==> config.mk <==
export PLATFORM = sky130hd
export DESIGN_NAME = rat_int_seq
export DESIGN_NICKNAME = d
export VERILOG_FILES = /design/src/rtl/rat_int_seq.sv
export SDC_FILE = /design/constraint.sdc
export NUM_CORES = 1
export LEC_CHECK = 0
export ABC_AREA = 1
export BUFFER_PORTS_ARGS = -buffer_cell sky130_fd_sc_hd__buf_2
export CELL_PAD_IN_SITES_DETAIL_PLACEMENT = 1
export CELL_PAD_IN_SITES_GLOBAL_PLACEMENT = 2
export CORE_UTILIZATION = 24
export CTS_CLUSTER_DIAMETER = 40
export DETAILED_ROUTE_END_ITERATION = 10
export PLACE_DENSITY = 0.75
export REMOVE_ABC_BUFFERS = 1
export SLEW_MARGIN = 20
export SYNTH_ARGS = -nofsm -noshare
export SYNTH_HDL_FRONTEND = slang
export SYNTH_SLANG_ARGS = --single-unit
==> constraint.sdc <==
create_clock -name CLK -period 1.3 [get_ports CLK]
set_input_delay 0.065 -clock CLK [delete_from_list [all_inputs] [get_ports CLK]]
set_output_delay 0.065 -clock CLK [all_outputs]
set_load 0.01 [all_outputs]
==> src/rtl/rat_int_seq.sv <==
// rat_int_seq: RAT CPU interrupt sequencer.
// Syncs INTR, holds I flag, shadows C/Z and drives flag restore strobes.
module rat_int_seq (
  input  logic CLK,
  input  logic RST_N,
  input  logic INTR,
  input  logic INSTR_DONE,
  input  logic SEI,
  input  logic CLI,
  input  logic RETIE,
  input  logic RETID,
  input  logic C_FLAG,
  input  logic Z_FLAG,
  output logic I_FLAG,
  output logic IN_ISR,
  output logic INT_ACK,
  output logic FLG_SHAD_LD,
  output logic FLG_LD_SEL,
  output logic FLG_C_LD,
  output logic FLG_Z_LD,
  output logic SHAD_C,
  output logic SHAD_Z
);

  typedef enum logic [2:0] {
    IDLE,
    SAVE,
    VECTOR,
    ISR,
    RESTORE
  } state_t;

  state_t state_q, state_d;
  logic s1_q, s2_q, s3_q;
  logic pend_q, pend_d;
  logic i_flag_q, i_flag_d;
  logic shad_c_q, shad_c_d;
  logic shad_z_q, shad_z_d;
  logic ret_ie_q, ret_ie_d;
  logic rise, go, in_isr;

  assign rise   = s2_q & ~s3_q;
  assign go     = (state_q == IDLE) & pend_q & i_flag_q & INSTR_DONE;
  assign in_isr = (state_q == VECTOR) | (state_q == ISR) |
                  (state_q == RESTORE);

  // A new edge in the entry cycle keeps the request pending
  assign pend_d = rise | (pend_q & ~go);

  always_comb begin
    state_d  = state_q;
    i_flag_d = i_flag_q;
    shad_c_d = shad_c_q;
    shad_z_d = shad_z_q;
    ret_ie_d = ret_ie_q;
    if (!in_isr) begin
      if (CLI)      i_flag_d = 1'b0;
      else if (SEI) i_flag_d = 1'b1;
    end
    unique case (state_q)
      IDLE: begin
        if (go) begin
          state_d  = SAVE;
          i_flag_d = 1'b0;
        end
      end
      SAVE: begin
        state_d  = VECTOR;
        shad_c_d = C_FLAG;
        shad_z_d = Z_FLAG;
      end
      VECTOR: state_d = ISR;
      ISR: begin
        if (RETID) begin
          state_d  = RESTORE;
          ret_ie_d = 1'b0;
        end else if (RETIE) begin
          state_d  = RESTORE;
          ret_ie_d = 1'b1;
        end
      end
      RESTORE: begin
        state_d  = IDLE;
        i_flag_d = ret_ie_q;
      end
      default: state_d = IDLE;
    endcase
  end

  always_ff @(posedge CLK or negedge RST_N) begin
    if (!RST_N) begin
      state_q  <= IDLE;
      s1_q     <= 1'b0;
      s2_q     <= 1'b0;
      s3_q     <= 1'b0;
      pend_q   <= 1'b0;
      i_flag_q <= 1'b0;
      shad_c_q <= 1'b0;
      shad_z_q <= 1'b0;
      ret_ie_q <= 1'b0;
    end else begin
      state_q  <= state_d;
      s1_q     <= INTR;
      s2_q     <= s1_q;
      s3_q     <= s2_q;
      pend_q   <= pend_d;
      i_flag_q <= i_flag_d;
      shad_c_q <= shad_c_d;
      shad_z_q <= shad_z_d;
      ret_ie_q <= ret_ie_d;
    end
  end

  assign I_FLAG      = i_flag_q;
  assign IN_ISR      = in_isr;
  assign INT_ACK     = (state_q == VECTOR);
  assign FLG_SHAD_LD = (state_q == SAVE);
  assign FLG_LD_SEL  = (state_q == RESTORE);
  assign FLG_C_LD    = (state_q == RESTORE);
  assign FLG_Z_LD    = (state_q == RESTORE);
  assign SHAD_C      = shad_c_q;
  assign SHAD_Z      = shad_z_q;

endmodule
==> results by group, run 1 <==
Setup path
  • Slowest stage delay, CP: 440 ps
  • Worst-path cell chain: nor2_4, nand2_4, inv_2, buf_2
  • Worst Path Required: 1240 ps
  • Startpoint Class: register
  • CP max-delay cell: dfrtp_2
  • Reg2Reg Depth: 6
  • Crit path kind: register to output port
  • Crit Path Max Fanout: 4
  • Family with the most delay on the worst path: flip-flops
  • Crit path depth: 4
  • Crit end category: output port
  • Crit path arrival time: 1160 ps
  • Buf/Inv on CP: 2

Finish
  • Synth-to-Final Area Change: 45.8%
  • Post-layout util: 0.387
  • Fill count: 223
  • Antenna diode count: 0
  • Nets: 93
  • Most frequent cells in the layout: buf_2 (18), nand2_1 (16), dfrtp_1 (8)
  • Commonest non-fill, non-tap cell in the layout: buf_2
  • Layout cell share with drive strength beyond 1: 0.390

Global route
  • Largest net degree at the start of global routing: 12
  • Initial antenna violation count: 0
  • Vias in the first global route: 400
  • First-pass GRT wire length: 1760 µm
  • Gr ovfl total: 0
  • Global-route usage over all layers: 0.127

Route
  • Remaining antenna violation count: 0
  • Pre-antenna DRT Iters: 2
  • Via Count: 444
  • Starting DRT DRC Count: 4
  • Average wire per standard cell: 10.3 µm
  • # DRC: 0
  • Detailed Route WL: 1110 µm
  • Vias/cell: 4.15

Timing
  • WHS: 63.9 ps
  • Max Clk Rate: 0.818 GHz
  • Slew headroom: 0.829
  • Final min period: 1220 ps
  • Fin. Hold Viols: 0
  • Final setup viols: 0
  • Clock Skews: 6.65 ps
  • Worst-Margin Slew: 256 ps
  • Slew Viols, Final: 0
  • RSZ-0062 raised after global routing: true
  • Final period utilization: 0.940

CTS
  • TritonCTS Sinks: 11
  • H-tree lvl count: 1
  • CTS tree: built
  • Max Buffers Root-to-Sink: 2
  • Clk Latency, worst-skew pair: 280 ps
  • Root buf cell: clkbuf_4
  • CTS Buf Count: 3
  • Clock Pin Slew Worst Setup and Hold Paths: 70 ps

Synthesis
  • Synth Cell Area: 473 µm²
  • Area contributors post-synth: dfrtp_1 (58%), nand2_1 (13%), nand3_1 (6.3%)
  • Post-synth top area share: 0.582
  • Synth cell types: 12
  • Largest area contributor in the netlist: dfrtp_1
  • Avg Cell Area, Syn: 8.60 µm²
  • Synth warn: 0
  • Sequential fraction of the synthesis area: 0.582
  • Synthesized flop and latch total: 11
  • Post-Syn Instances: 55

Run
  • MaxCap Viol Count: 0

Die
  • Die X-Extent: 46.4 µm
  • Die extent in y: 46.4 µm
  • Die area: 2150 µm²
  • Starting density of the core: 0.265
  • Ports: 19
  • CORE AREA: 1780 µm²
  • FP Rows: 15

Hold path
  • HP Class: input pin to register
  • Hold Crit Depth: 3

Power
  • Leakage Power: 0.386 nW
  • Maximum vdd drop: 677 µV
  • PwrDens: 2110 nW/µm²

Placement
  • GPL Wtd Cong: 0.721
  • # port buffers: 18
  • HPWL after DPL: 758 µm

Run status
  • Status: finished clean
==> worst paths after layout <==
path,startpoint,endpoint,slack (ps)
max in group asynchronous,RST_N,state_q[2]$_DFFE_PN0P_,880
setup / recovery,state_q[1]$_DFFE_PN0P_,FLG_C_LD,80
min in group asynchronous,RST_N,s1_q$_DFF_PN0_,190
hold / removal,RETIE,state_q[2]$_DFFE_PN0P_,60
setup reg to reg,state_q[1]$_DFFE_PN0P_,I_FLAG$_DFF_PN0_,290
hold reg to reg,s1_q$_DFF_PN0_,s2_q$_DFF_PN0_,350
==> timing repair <==
action	in CTS	in global routing
resized for setup	2	7
hold buffers	5	0
setup endpoints to repair	4	5
pin swaps	0	1
endpoints found under the hold margin	15	0
setup buffers	0	2
==> kinds of logic (layout without fill, tap and decap cells) <==
family | Yosys count | in the layout | share of synthesized area
buf+inv | 10 | 37 | 0.0952
compound gates | 6 | 6 | 0.0741
simple gates | 28 | 28 | 0.249
flops | 11 | 11 | 0.582
==> registers in the layout, indices dropped and copies added, names as in the netlist <==
signal	cells
I_FLAG	1
SHAD_C	1
SHAD_Z	1
pend_q	1
ret_ie_q	1
s1_q	1
s2_q	1
s3_q	1
state_q	3
==> per-layer routing <==
metal,global-route usage,up-vias,share of wire
met5,0,-,0
met4,0.0882,0,0.023
met3,0.0588,4,0.069
met2,0.194,15,0.46
met1,0.136,204,0.45
li1,-,221,-
==> report_power, final <==
group / leakage, nW / switching (mW) / internal, mW
Sequential: 0.128 / 0.0976 / 0.469
Clock: 0.0150 / 0.124 / 0.119
Combinational: 0.243 / 0.369 / 0.279
==> tightest hold or removal path, cell delays in order <==
cell and delay [ps]:
buf_2 90, o21ai_1 80, inv_1 70
==> stage by stage <==
step           setup TNS (ps)  total power [mW]  setup WS [ps]  area [µm²]  instances
2_1_floorplan               0             0.914            233         458         53
3_3_place_gp                0              1.11            271         579         96
3_5_place_dp                0              1.12            255         579         96
4_1_cts                     0              1.42           7.35         666        105
5_1_grt                 -7.58              1.61          -4.51         689        107
6_report                    0              1.46           77.4         689        107
==> area by class of cell <==
| class | count | area (µm²) | share of cell area |
|---|---|---|---|
| Tap cell | 25 | 31.3 | 0.0454 |
| Sequential cell | 11 | 279 | 0.405 |
| Inverter | 8 | 30.0 | 0.0436 |
| Timing Repair Buffer | 25 | 155 | 0.225 |
| Clock buffer | 4 | 26.3 | 0.0381 |
| Multi-Input combinational cell | 34 | 168 | 0.243 |
==> synthesized netlist by cell type <==
| cell | count |
|---|---|
| inv_1 | 8 |
| nand3_1 | 6 |
| nand2_2 | 1 |
| o21ai_1 | 2 |
| o211ai_1 | 1 |
| nand2_1 | 16 |
| nor2_1 | 4 |
| nor2_2 | 1 |
| dfrtp_1 | 11 |
| o21ai_0 | 2 |
| buf_4 | 2 |
| a21boi_0 | 1 |
Power figures use the tool's default switching activity.
==> run 2, diff against run 1 <==
--- a/config.mk
+++ b/config.mk
@@ -7,12 +7,11 @@
 export LEC_CHECK = 0
 export ABC_AREA = 1
 export BUFFER_PORTS_ARGS = -buffer_cell sky130_fd_sc_hd__buf_2
-export CELL_PAD_IN_SITES_DETAIL_PLACEMENT = 1
-export CELL_PAD_IN_SITES_GLOBAL_PLACEMENT = 2
-export CORE_UTILIZATION = 24
+export CORE_AREA = 2 2 39 41
 export CTS_CLUSTER_DIAMETER = 40
 export DETAILED_ROUTE_END_ITERATION = 10
-export PLACE_DENSITY = 0.75
+export DIE_AREA = 0 0 41 43
+export PLACE_DENSITY = 0.65
 export REMOVE_ABC_BUFFERS = 1
 export SLEW_MARGIN = 20
 export SYNTH_ARGS = -nofsm -noshare
==> run 2 against run 1 <==
  * Total power is 5.7% lower
  * Fmax is 0.20% lower
  * Setup slack worse by 2.4 ps
  * Critical path type unchanged
  * Sequential power is 1% lower
  * Combinational power is 9.0% lower
==> results by group, run 2 (synthesized netlist as in run 1, its figures left out) <==
Placement
  • HPWL after DPL: 669 µm (-12%)
  • # port buffers: 18 (unchanged)
  • GPL Wtd Cong: 0.639 (-11%)
  • Pre-CTS WS: 267 ps (+12.0 ps)

Finish
  • Post-layout util: 0.465 (+0.0781)
  • Largest register FFs: 3 (unchanged)
  • Area of the multi-input gates: 163 µm² (-3.0%)
  • Synth-to-Final Area Change: 36.0%
  • Commonest non-fill, non-tap cell in the layout: buf_2
  • Layout cell share with drive strength beyond 1: 0.354 (-0.0358)
  • Antenna diode count: 0 (unchanged)
  • Most frequent cells in the layout: buf_2 (18), nand2_1 (16), dfrtp_1 (10), inv_1 (6), nand3_1 (5)
  • Register area: 277 µm² (-0.90%)
  • Fill count: 149 (-33%)
  • Nets: 90 (-3.2%)
  • Top reg by flops: state_q

Setup path
  • Crit path to: FLG_SHAD_LD
  • Crit path arrival time: 1160 ps (about the same)
  • Worst Path Required: 1240 ps (about the same)
  • Crit path kind: register to output port
  • RR Endpoint: I_FLAG$_DFF_PN0_
  • Worst Setup SP: state_q[1]$_DFFE_PN0P_
  • Reg2Reg Depth: 6 (unchanged)
  • Reg2reg setup slack: 290 ps (about the same)
  • Startpoint Class: register
  • R2R Path Start: state_q[1]$_DFFE_PN0P_
  • Crit Path Max Fanout: 4 (unchanged)
  • Crit end category: output port

Timing
  • Slew Viols, Final: 0 (unchanged)
  • Setup TNS: 0 ps (unchanged)
  • Final setup viols: 0 (unchanged)
  • Slew headroom: 0.839 (+0.00929)
  • Fin. Hold Viols: 0 (unchanged)
  • Worst-Margin Slew: 242 ps (-13.9 ps)
  • Clock Skews: 4.72 ps (-1.92 ps)
  • Final WS setup: 75.0 ps (-2.45 ps)
  • RSZ-0062 raised after global routing: true
  • Max Clk Rate: 0.816 GHz (-0.20%)
  • Final min period: 1230 ps (+2.45 ps)
  • Final period utilization: 0.942 (+0.00188)

Route
  • Detailed Route WL: 835 µm (-25%)
  • Via Count: 434 (-2.3%)
  • Starting DRT DRC Count: 5 (+1)
  • Average wire per standard cell: 8.79 µm (-15%)
  • Remaining antenna violation count: 0 (unchanged)
  • Vias/cell: 4.57 (+10%)
  • # DRC: 0 (unchanged)
  • Pre-antenna DRT Iters: 3 (+1)

Global route
  • Global-route usage over all layers: 0.113 (-0.0139)
  • Initial antenna violation count: 0 (unchanged)
  • Gr ovfl total: 0 (unchanged)
  • First-pass GRT wire length: 1300 µm (-26%)
  • Largest net degree at the start of global routing: 12 (unchanged)
  • Vias in the first global route: 363 (-9.3%)

Die
  • Ports: 19 (unchanged)
  • Starting density of the core: 0.342 (+0.0765)
  • Die area: 1760 µm² (-18%)
  • FP Rows: 14 (-1)
  • CORE AREA: 1380 µm² (-22%)
  • Die X-Extent: 41 µm (-12%)
  • Die extent in y: 43 µm (-7.3%)

Power
  • Total Power: 1.37 mW (-5.7%)
  • Maximum vdd drop: 806 µV (+19%)
  • Leakage Power: 0.368 nW (-4.7%)
  • PwrDens: 2140 nW/µm² (+1.1%)

Run status
  • Status: finished clean

CTS
  • Max Buffers Root-to-Sink: 2 (unchanged)
  • Clock Pin Slew Worst Setup and Hold Paths: 70 ps (about the same)
  • CTS Buf Count: 3 (unchanged)
  • TritonCTS Sinks: 11 (unchanged)
  • Clk Latency, worst-skew pair: 270 ps (about the same)
  • H-tree lvl count: 1 (unchanged)
  • Root buf cell: clkbuf_4
  • CTS tree: built

Hold path
  • HP Class: input pin to register
  • Hold Crit Depth: 3 (unchanged)

Run
  • MaxCap Viol Count: 0 (unchanged)
==> run 2: changes by cell type in the layout (fill, tap and decap cells not counted) <==
cell	delta
inv_1	+1
inv_2	-1
dfrtp_1	+2
dlygate4sd3_1	-2
buf_4	-1
nand2_2	+1
nand2_4	-1
dfrtp_2	-2
==> run 2: worst min path at each step <==
stage	start	end	slack [ps]
finish	Z_FLAG	SHAD_Z$_DFFE_PN0P_	4
detailed placement	RST_N	s2_q$_DFF_PN0_	-60
floorplan	RST_N	I_FLAG$_DFF_PN0_	-230
global route	C_FLAG	SHAD_C$_DFFE_PN0P_	3
CTS	Z_FLAG	SHAD_Z$_DFFE_PN0P_	0.7
global placement	RST_N	s1_q$_DFF_PN0_	-60
==> run 2: critical path: stages (launching register included) <==
cell and delay [ps]:
dfrtp_2 440, inv_1 110, nand3_2 110, inv_1 110, buf_2 140
==> run 2: what timing repair did <==
item | 4_1_cts | 5_1_grt
buffers inserted | 0 | 1
hold buffers | 3 | 0
resized for setup | 0 | 5
endpoints found under the setup margin | 0 | 5
endpoints found under the hold margin | 13 | 0
==> run 2: area by class of cell <==
class | instances | area share
multi-input cells | 34 | 0.253
flip-flops and latches | 11 | 0.430
clock buffers | 4 | 0.0409
repair buffers | 22 | 0.198
well taps | 16 | 0.0311
inverters | 8 | 0.0467
==> run 2: where the power goes <==
part | switching, mW | leakage [nW] | internal, mW
logic | 0.337 | 0.222 | 0.253
registers | 0.0939 | 0.131 | 0.464
clock network | 0.107 | 0.0150 | 0.119
total | 0.538 | 0.368 | 0.835
==> run 2: metrics by stage <==
stage,instances,hold WS [ps],cell area (µm²)
4_1_cts,94,0.651,624
5_1_grt,95,3.41,643
6_report,95,4.23,643
2_1_floorplan,53,-231,458
3_5_place_dp,87,-58.4,568
3_3_place_gp,87,-56.4,568
==> run 2: metal layers <==
metal | share of wire | wire length (µm) | up-vias | GRT usage
met3 | 0.080 | 67 | 4 | 0.0314
li1 | - | - | 217 | -
met5 | 0 | 0 | - | 0
met4 | 0.016 | 13 | 0 | 0.0800
met1 | 0.44 | 364 | 199 | 0.134
met2 | 0.47 | 390 | 14 | 0.166
